==> config.mk <==
export PLATFORM = sky130hd
export DESIGN_NAME = inst_encoder_loader
export DESIGN_NICKNAME = d
export VERILOG_FILES = /design/src/rtl/inst_encoder_loader.sv
export SDC_FILE = /design/constraint.sdc
export NUM_CORES = 1
export LEC_CHECK = 0
export CORE_MARGIN = 8
export CORE_UTILIZATION = 25
export CTS_BUF_LIST = sky130_fd_sc_hd__clkbuf_8
export DETAILED_ROUTE_END_ITERATION = 8
export REMOVE_ABC_BUFFERS = 1
export SYNTH_ARGS = -nofsm -noshare
export SYNTH_HDL_FRONTEND = slang
export SYNTH_SLANG_ARGS = --single-unit
==> constraint.sdc <==
create_clock -name CPU_CLK -period 3.75 [get_ports CPU_CLK]
set_clock_uncertainty 0.15 [all_clocks]
set_input_delay 0.75 -clock CPU_CLK [delete_from_list [all_inputs] [get_ports CPU_CLK]]
set_output_delay 0.75 -clock CPU_CLK [all_outputs]
set_load 0.05 [all_outputs]
==> src/rtl/inst_encoder_loader.sv <==
`default_nettype none
// inst_encoder_loader: packs decoded RV32I fields into 32-bit instruction words
// and streams them into instruction memory through a req/ack write port.
module inst_encoder_loader #(
  parameter int ADDR_W = 32,
  parameter int CNT_W  = 16
) (
  input  logic              CPU_CLK,
  input  logic              CPU_RST_N,
  input  logic              Start,
  input  logic              Abort,
  input  logic [ADDR_W-1:0] BaseAddr,
  input  logic [CNT_W-1:0]  NumWords,
  input  logic              InValid,
  output logic              InReady,
  input  logic [6:0]        Op,
  input  logic [2:0]        Fn3,
  input  logic [6:0]        Fn7,
  input  logic [4:0]        Rd,
  input  logic [4:0]        Rs1,
  input  logic [4:0]        Rs2,
  input  logic [31:0]       Imm,
  input  logic [2:0]        ImmType,
  output logic [3:0]        ImemWE,
  output logic [ADDR_W-1:0] ImemAddr,
  output logic [31:0]       ImemWData,
  input  logic              ImemAck,
  output logic              Busy,
  output logic              Done,
  output logic [CNT_W-1:0]  WordCnt,
  output logic [7:0]        ErrCnt
);

  typedef enum logic [1:0] {
    ST_IDLE = 2'd0,
    ST_LOAD = 2'd1,
    ST_DONE = 2'd2
  } state_t;

  localparam logic [2:0] IMM_R = 3'd0;
  localparam logic [2:0] IMM_I = 3'd1;
  localparam logic [2:0] IMM_S = 3'd2;
  localparam logic [2:0] IMM_B = 3'd3;
  localparam logic [2:0] IMM_U = 3'd4;
  localparam logic [2:0] IMM_J = 3'd5;

  state_t            state_q, state_d;
  logic [ADDR_W-1:0] addr_q, addr_d;
  logic [CNT_W-1:0]  num_q, num_d;
  logic [CNT_W-1:0]  word_cnt_q, word_cnt_d;
  logic [7:0]        err_cnt_q, err_cnt_d;
  logic              we_q, we_d;
  logic [31:0]       wdata_q, wdata_d;
  logic              done_q, done_d;

  logic [31:0]       enc_word;
  logic              imm_ok;
  logic              in_ready;
  logic              accept;
  logic              write_done;
  logic [CNT_W:0]    committed;
  logic              unused_addr_lsb;

  // The low address bits are forced to zero, so they never reach the datapath.
  assign unused_addr_lsb = ^BaseAddr[1:0];

  always_comb begin
    enc_word = '0;
    imm_ok   = 1'b0;
    case (ImmType)
      IMM_R: begin
        enc_word = {Fn7, Rs2, Rs1, Fn3, Rd, Op};
        imm_ok   = 1'b1;
      end
      IMM_I: begin
        enc_word = {Imm[11:0], Rs1, Fn3, Rd, Op};
        imm_ok   = (Imm[31:11] == {21{Imm[11]}});
      end
      IMM_S: begin
        enc_word = {Imm[11:5], Rs2, Rs1, Fn3, Imm[4:0], Op};
        imm_ok   = (Imm[31:11] == {21{Imm[11]}});
      end
      IMM_B: begin
        enc_word = {Imm[12], Imm[10:5], Rs2, Rs1, Fn3, Imm[4:1], Imm[11], Op};
        imm_ok   = (Imm[31:12] == {20{Imm[12]}}) && !Imm[0];
      end
      IMM_U: begin
        enc_word = {Imm[31:12], Rd, Op};
        imm_ok   = (Imm[11:0] == 12'd0);
      end
      IMM_J: begin
        enc_word = {Imm[20], Imm[10:1], Imm[11], Imm[19:12], Rd, Op};
        imm_ok   = (Imm[31:20] == {12{Imm[20]}}) && !Imm[0];
      end
      default: begin
        enc_word = '0;
        imm_ok   = 1'b0;
      end
    endcase
  end

  // A word sitting in the output register counts as committed even if it is
  // being acked now: that ack bumps WordCnt by the same amount.
  assign committed  = {1'b0, word_cnt_q} + {{CNT_W{1'b0}}, we_q};
  assign in_ready   = (state_q == ST_LOAD) && !Abort && (!we_q || ImemAck)
                      && (committed < {1'b0, num_q});
  assign accept     = InValid && in_ready;
  assign write_done = we_q && ImemAck;

  always_comb begin
    state_d    = state_q;
    addr_d     = addr_q;
    num_d      = num_q;
    word_cnt_d = word_cnt_q;
    err_cnt_d  = err_cnt_q;
    we_d       = we_q;
    wdata_d    = wdata_q;
    done_d     = done_q;
    case (state_q)
      ST_IDLE, ST_DONE: begin
        if (Start && !Abort) begin
          addr_d     = {BaseAddr[ADDR_W-1:2], 2'b00};
          num_d      = NumWords;
          word_cnt_d = '0;
          err_cnt_d  = '0;
          if (NumWords == '0) begin
            state_d = ST_DONE;
            done_d  = 1'b1;
          end else begin
            state_d = ST_LOAD;
            done_d  = 1'b0;
          end
        end
      end
      ST_LOAD: begin
        if (Abort) begin
          state_d = ST_IDLE;
          we_d    = 1'b0;
        end else begin
          if (write_done) begin
            addr_d     = addr_q + ADDR_W'(4);
            word_cnt_d = word_cnt_q + CNT_W'(1);
            we_d       = 1'b0;
            if (word_cnt_q + CNT_W'(1) == num_q) begin
              state_d = ST_DONE;
              done_d  = 1'b1;
            end
          end
          if (accept) begin
            if (imm_ok) begin
              we_d    = 1'b1;
              wdata_d = enc_word;
            end else if (err_cnt_q != 8'hFF) begin
              err_cnt_d = err_cnt_q + 8'd1;
            end
          end
        end
      end
      default: state_d = ST_IDLE;
    endcase
  end

  always_ff @(posedge CPU_CLK or negedge CPU_RST_N) begin
    if (!CPU_RST_N) begin
      state_q    <= ST_IDLE;
      addr_q     <= '0;
      num_q      <= '0;
      word_cnt_q <= '0;
      err_cnt_q  <= '0;
      we_q       <= 1'b0;
      wdata_q    <= '0;
      done_q     <= 1'b0;
    end else begin
      state_q    <= state_d;
      addr_q     <= addr_d;
      num_q      <= num_d;
      word_cnt_q <= word_cnt_d;
      err_cnt_q  <= err_cnt_d;
      we_q       <= we_d;
      wdata_q    <= wdata_d;
      done_q     <= done_d;
    end
  end

  assign InReady   = in_ready;
  assign ImemWE    = {4{we_q}};
  assign ImemAddr  = addr_q;
  assign ImemWData = wdata_q;
  assign Busy      = (state_q == ST_LOAD);
  assign Done      = done_q;
  assign WordCnt   = word_cnt_q;
  assign ErrCnt    = err_cnt_q;

endmodule
`default_nettype wire

# [After elaboration in Yosys (flattened, before gate mapping)]
# Cells that the tools add are included.
[totals] ff_bits=108
[op_classes] n_reduce_logical=25 mux=32 eq_ne=21 magnitude_cmp=1 add_sub_neg=4 bitwise=1
[op_table] cell="$pmux 32 s6" n=1
[op_table] cell="$mux 32" n=3
[op_table] cell="$pmux 32 s2" n=1
[op_table] cell="$mux 16" n=3
[op_table] cell="$mux 8" n=5
[op_table] cell="$add 32x3->32 const B" n=1
[op_table] cell="$pmux 16 s2" n=1
[op_table] cell="$eq 20x20->1" n=1
[op_table] cell="$eq 19x19->1" n=1
[op_table] cell="$add 16x1->17" n=1
[op_table] cell="$lt 17x16->1" n=1
[op_table] cell="$add 16x1->16 const B" n=1
[op_table] cell="$eq 16x16->1" n=1
[op_table] cell="$logic_not 16->1" n=1
[op_table] cell="$pmux 8 s2" n=1
[op_table] cell="$logic_not 12->1" n=1
[op_table] cell="$eq 11x11->1" n=1
[op_table] cell="$mux 2" n=5
[op_table] cell="$mux 1" n=9
[op_table] cell="$add 8x1->8 const B" n=1
[op_table] cell="$logic_and 1x1->1" n=8
[op_table] cell="$ne 2x1->1 const B" n=4
[op_table] cell="$ne 8x8->1 const B" n=1
[op_table] cell="$reduce_and 4->1" n=2
[op_table] cell="other kinds (21)" n=29

# [Logic depth before layout (Yosys ltp)]
[depth] ltp_word=8 ltp_mapped=17

# [Worst setup path before layout]
# Ideal clock, no wire load.
[synth_path] path_kind="register -> register" start="reg word_cnt_q[0] (netlist: WordCnt[0])" end="reg err_cnt_q[2] (netlist: ErrCnt[2])" arrival_time_ns=3.825 required_ns=3.480 period_less_slack_ns=4.095 setup_slack_ns=-0.345 setup_time_ns=0.120 n_path_buf=1 stages_incl_launch_ff=15 path_cell_list="dfrtp_1 ha_1 and3_1 nand3_1 nor3_1 nand2_1 xnor2_1 ha_1 or4_4 nor4b_2 o211ai_1 nand4b_4 or3_1 buf_2 a31o_1"
[synth_via] elab_chain_cells=6
[synth_lines] item="start: declaration" line="50" rtl="logic [CNT_W-1:0] word_cnt_q, word_cnt_d;"
[synth_lines] item="start signal: assignment" line="177" rtl="word_cnt_q <= word_cnt_d;"
[synth_lines] item="$add 16x1->17" line="104" rtl="assign committed = {1'b0, word_cnt_q} + {{CNT_W{1'b0}}, we_q};"
[synth_lines] item="$lt 17x16->1" line="106" rtl="&& (committed < {1'b0, num_q});"
[synth_lines] item="$logic_and 1x1->1" line="106"
[synth_lines] item="$logic_and 1x1->1" line="107" rtl="assign accept = InValid && in_ready;"
[synth_lines] item="$ne 2x1->1 (no line)"
[synth_lines] item="$reduce_and 6->1 (no line)"
[synth_lines] item="end signal: assignment" line="178" rtl="err_cnt_q <= err_cnt_d;"
[synth_lines] item="end: declaration" line="51" rtl="logic [7:0] err_cnt_q, err_cnt_d;"
# No other way between the ends.
# A chain may end at the register's enable or synchronous reset.

# [Worst setup path in the final report]
[layout_path] start="reg we_q" end="out InReady"
[layout_via] elab_chain_cells=4 elab_cells_between_ends=6 classes_between="add/sub: 1; order compare: 1; reduce/logical: 4"
[layout_lines] item="start: declaration" line="52" rtl="logic we_q, we_d;"
[layout_lines] item="start signal: assignment" line="179" rtl="we_q <= we_d;"
[layout_lines] item="branches (longest 3 deep; another with $add 16x1->17)"
[layout_lines] item="$logic_and 1x1->1 (*)" line="106"
[layout_lines] item="end: declaration" line="15" rtl="output logic InReady,"
# Every way passes the cells marked *.

==> out/results.md <==
| Metric | Value | Unit |
| --- | --- | --- |
| Number of library cell types mapped by synthesis | 68 | - |
| Number of optimization iterations in the first detailed-route pass | 5 | - |
| Most common cell after layout, fill and taps aside | clkdlybuf4s50_1 | - |
| Data arrival, critical path | 3.06 | ns |
| Post-synthesis instance total | 839 | - |
| Post-Synth Simple-Gate Area | 22.7 | % |
| Via density per instance | 5.09 | - |
| Highest-delay cell along the critical path | dfrtp_1 | - |
| Post-Syn Area per Cell | 8.23 | um2 |
| Number of buffers inserted by port buffering | 211 | - |
| Required time of the critical path | 2.85 | ns |
| Number of CTS-inserted buffers | 9 | - |
| Maximum ir drop on the vdd rail | 0.176 | mV |
| Non-filler cells, final | 1432 | - |
| Number of top-level pins | 216 | - |
| Number of buffer and inverter stages on the critical path | 3 | - |
| # placed instances | 1407 | - |
| Sinks on the clock net | 106 | - |
| Number of buffers between clock root and the deepest sink | 2 | - |
| Switching share of total power | 46.3 | % |
| Area of the mapped netlist | 6900 | um2 |
| Biggest area contributors in the synthesized netlist | dfrtp_1, a21oi_1, o21ai_0 | - |
| Global route overflow | 0 | - |
| Final routed wire length divided by cell count | 18.0 | um |
| CTS HTree Levels | 3 | - |
| Final setup violation count | 1 | - |
| Die Ht | 182 | um |
| Final Max Slew Viols | 0 | - |
| Violated checks | negative setup slack | - |
| First-pass GRT wire length | 40.6 | mm |
| Final critical-path setup slack | -0.212 | ns |
| Max FO, Critical Path | 2 | - |
| Register-to-Register Path Depth | 19 | - |
| Async SR Flop Fraction | 100 | % |
| Clock tree root buffer cell | clkbuf_8 | - |
| Path type of the worst min-delay path | in -> async | - |
| Fraction of layout instances using a drive strength above 1 | 12.5 | % |
| Compound-gate portion of the synthesized area | 22.3 | % |
| RSZ-0062 raised after global routing | yes | - |
| Clk pin slew, worst setup/hold paths | 0.12 | ns |
| Static leakage | 4.15 | nW |
| Post-synthesis to final-layout area growth | 48.2 | % |
| Final core occ | 37.2 | % |
| Final layout net count | 1223 | - |
| Total routed wirelength | 25.8 | mm |
| Delay contributed by the slowest stage of the critical path | 0.37 | ns |
| Maximum number of pins on one net before global-route repair | 59 | - |
| Core region area | 27500 | um2 |
| Cell breakdown of the critical path | ha_2, buf_4, ha_4, nand3_4, nor2_4, nand2_1, nor2_2, xor2_1, ha_1, nand3_2, nor4_4, buf_4, o31ai_4, o211a_1, buf_12 | - |
| Share of power burned in the clock network | 15.9 | % |
| Power density cells | 466 | nW/um2 |
| Worst Setup Path Type | reg -> out | - |
| Fill count | 2817 | - |
| GPL Wtd Cong | 0.944 | - |
| Number of synthesized flops with an enable pin | 0 | - |
| CTS tree | yes | - |
| Die area | 33200 | um2 |
| Endpoint class of the critical path | output port | - |
| Tightest slew margin relative to the limit | 42.4 | % |
| Hold Vio Cnt, Final | 0 | - |
| Count of maximum capacitance violations | 0 | - |
| Biggest area consumer among synthesized cells | dfrtp_1 | - |
| Result of the run | finished with violations | - |
| Synth Area in Adders | 3.62 | % |
| Share of total power in combinational logic | 49.0 | % |
| Mux share of post-synthesis cell area | 3.52 | % |
| Ant. Diodes | 0 | - |
| Clock Latency Late Sink | 0.39 | ns |
| Number of antenna violations at the first check in global routing | 0 | - |
| Sequential power share | 35.1 | % |
| Slew @ Worst Pin | 0.857 | ns |
| Drt first-iter violations | 484 | - |
| Routed Antenna Nets | 0 | - |
| DRC violation count after routing | 0 | - |
| Post-detail-place hpwl | 19.4 | mm |
| Sum of negative setup slack | -0.212 | ns |
| Via count of the first global-routing pass | 7319 | - |
| Die Width | 182 | um |
| Shortest clock period the worst path allows after layout | 3.96 | ns |
| Portion of synthesized cell area occupied by the leading cell type | 38.4 | % |
| Primary flip-flop cell chosen by synthesis mapping | dfrtp_1 | - |
| Net switching power figure | 2.21 | mW |
| Most repeated library cell on the critical path | buf_4 | - |
| Startpoint type of the worst setup path | register | - |
| Main combinational cell family by area after synthesis | simple AND/OR/NAND/NOR gates | - |
| Post-synthesis share of cell area spent on xor and xnor gates | 4.57 | % |
| Number of storage elements in the synthesis netlist | 106 | - |
| Critical path depth in cells | 15 | - |
| Initial Util | 25.1 | % |
| Total routing resource utilization after global routing | 15.2 | % |
| Internal cell power | 2.56 | mW |
| Standard-cell row count | 61 | - |
| Period utilization | 106 | % |
| Maximum achievable frequency | 252 | MHz |
| Cell type group with the largest total delay on the critical path | simple AND/OR/NAND/NOR gates | - |
| Synth warn | 0 | - |
| Via count of the routed design | 7284 | - |
| Most frequent cells in the layout | clkdlybuf4s50_1, dfrtp_1, a21oi_1 | - |
| Seq/Total Area, Yosys | 38.4 | % |
-- Yosys cell counts (3+ instances only) --
cell type,count
nor2_1,90
nor2b_1,18
o21ai_0,81
nor3_1,14
o22a_1,4
or4_1,3
xnor2_1,21
or3_1,4
ha_1,20
o22ai_1,7
nor4_1,13
a31o_1,6
nand2b_1,5
nand4_1,16
dfrtp_1,106
mux2_1,8
xor2_1,15
a31oi_1,8
and3_1,10
nand3_1,32
inv_1,19
a32oi_1,4
nor3_2,3
nand2_1,91
o31ai_1,12
or2_2,3
a21oi_1,93
a22o_1,3
a221oi_1,4
buf_2,10
clkbuf_1,39
mux2i_1,13
buf_4,7
a22oi_1,13
-- path summary, 6_finish.rpt --
| check | slack (ns) | startpoint | endpoint |
|---|---|---|---|
| worst max-delay path | -0.21 | we_q | InReady |
| worst min-delay path | 0.13 | CPU_RST_N | ImemAddr[8] |
| worst max register to register | 0.17 | we_q | ImemWData[5] |
| worst min register to register | 0.35 | ImemWData[2] | ImemWData[2] |
| max in group asynchronous | 2.62 | CPU_RST_N | ImemWData[2] |
| min in group CPU_CLK | 0.35 | ImemWData[2] | ImemWData[2] |
-- cell families after synthesis --
logic type	Yosys count
AND/OR/NAND/NOR	316
multiplexers	23
flip-flops	106
AO/OA/AOI/OAI	258
adder cells (fa/ha/maj)	20
XOR/XNOR	36
buffers and inverters	79
other	1
-- timing repair --
action	in CTS	in global routing
resized for setup	12	17
hold buffers	0	0
pin swaps	8	8
cloned	1	0
buffers inserted	4	5
setup endpoints to repair	42	39
-- final cells by class --
type,count,area [um2],area share [%]
multi-input combinational,656,4100,40.0
tap,346,433,4.23
sequential,106,2650,25.9
clock buffer,9,124,1.21
inverter,20,75.1,0.733
timing repair buffer,289,2780,27.1
clock inverter,6,75.1,0.733
-- routing by layer --
layer / global-route usage (%) / routed length [um] / vias up
met5: 0 / 0 / -
met4: 3.77 / 415 / 0
met3: 3.40 / 1880 / 29
met2: 25.1 / 11800 / 276
met1: 19.7 / 11700 / 3471
li1: - / - / 3508
-- stage by stage --
step | area, um2 | worst slack [ns] | power, mW | hold WS, ns
after floorplan | 6650 | -3.12 | 3.04 | 0.304
after global placement | 9790 | -0.270 | 3.99 | 0.317
after detailed placement | 9790 | -0.290 | 4.01 | 0.327
after CTS | 10100 | -0.205 | 4.82 | 0.114
after global routing | 10200 | -0.366 | 5.06 | 0.134
final | 10200 | -0.212 | 4.77 | 0.132
-- flip-flops by register name, indices dropped and copies added (netlist names) --
name and flops:
num_q 16, WordCnt 16, we_q 1, ImemWData 32
ImemAddr 30, ErrCnt 8, Done 1, state_q 2
-- power groups by stage --
stage	Combinational (mW)	Clock (mW)	Sequential [mW]
after floorplan	0.577	0	2.46
after global placement	2.30	0	1.69
after detailed placement	2.32	0	1.70
after CTS	2.34	0.807	1.67
after global routing	2.49	0.845	1.72
final	2.34	0.760	1.68
(Power assumes the default switching activity.)
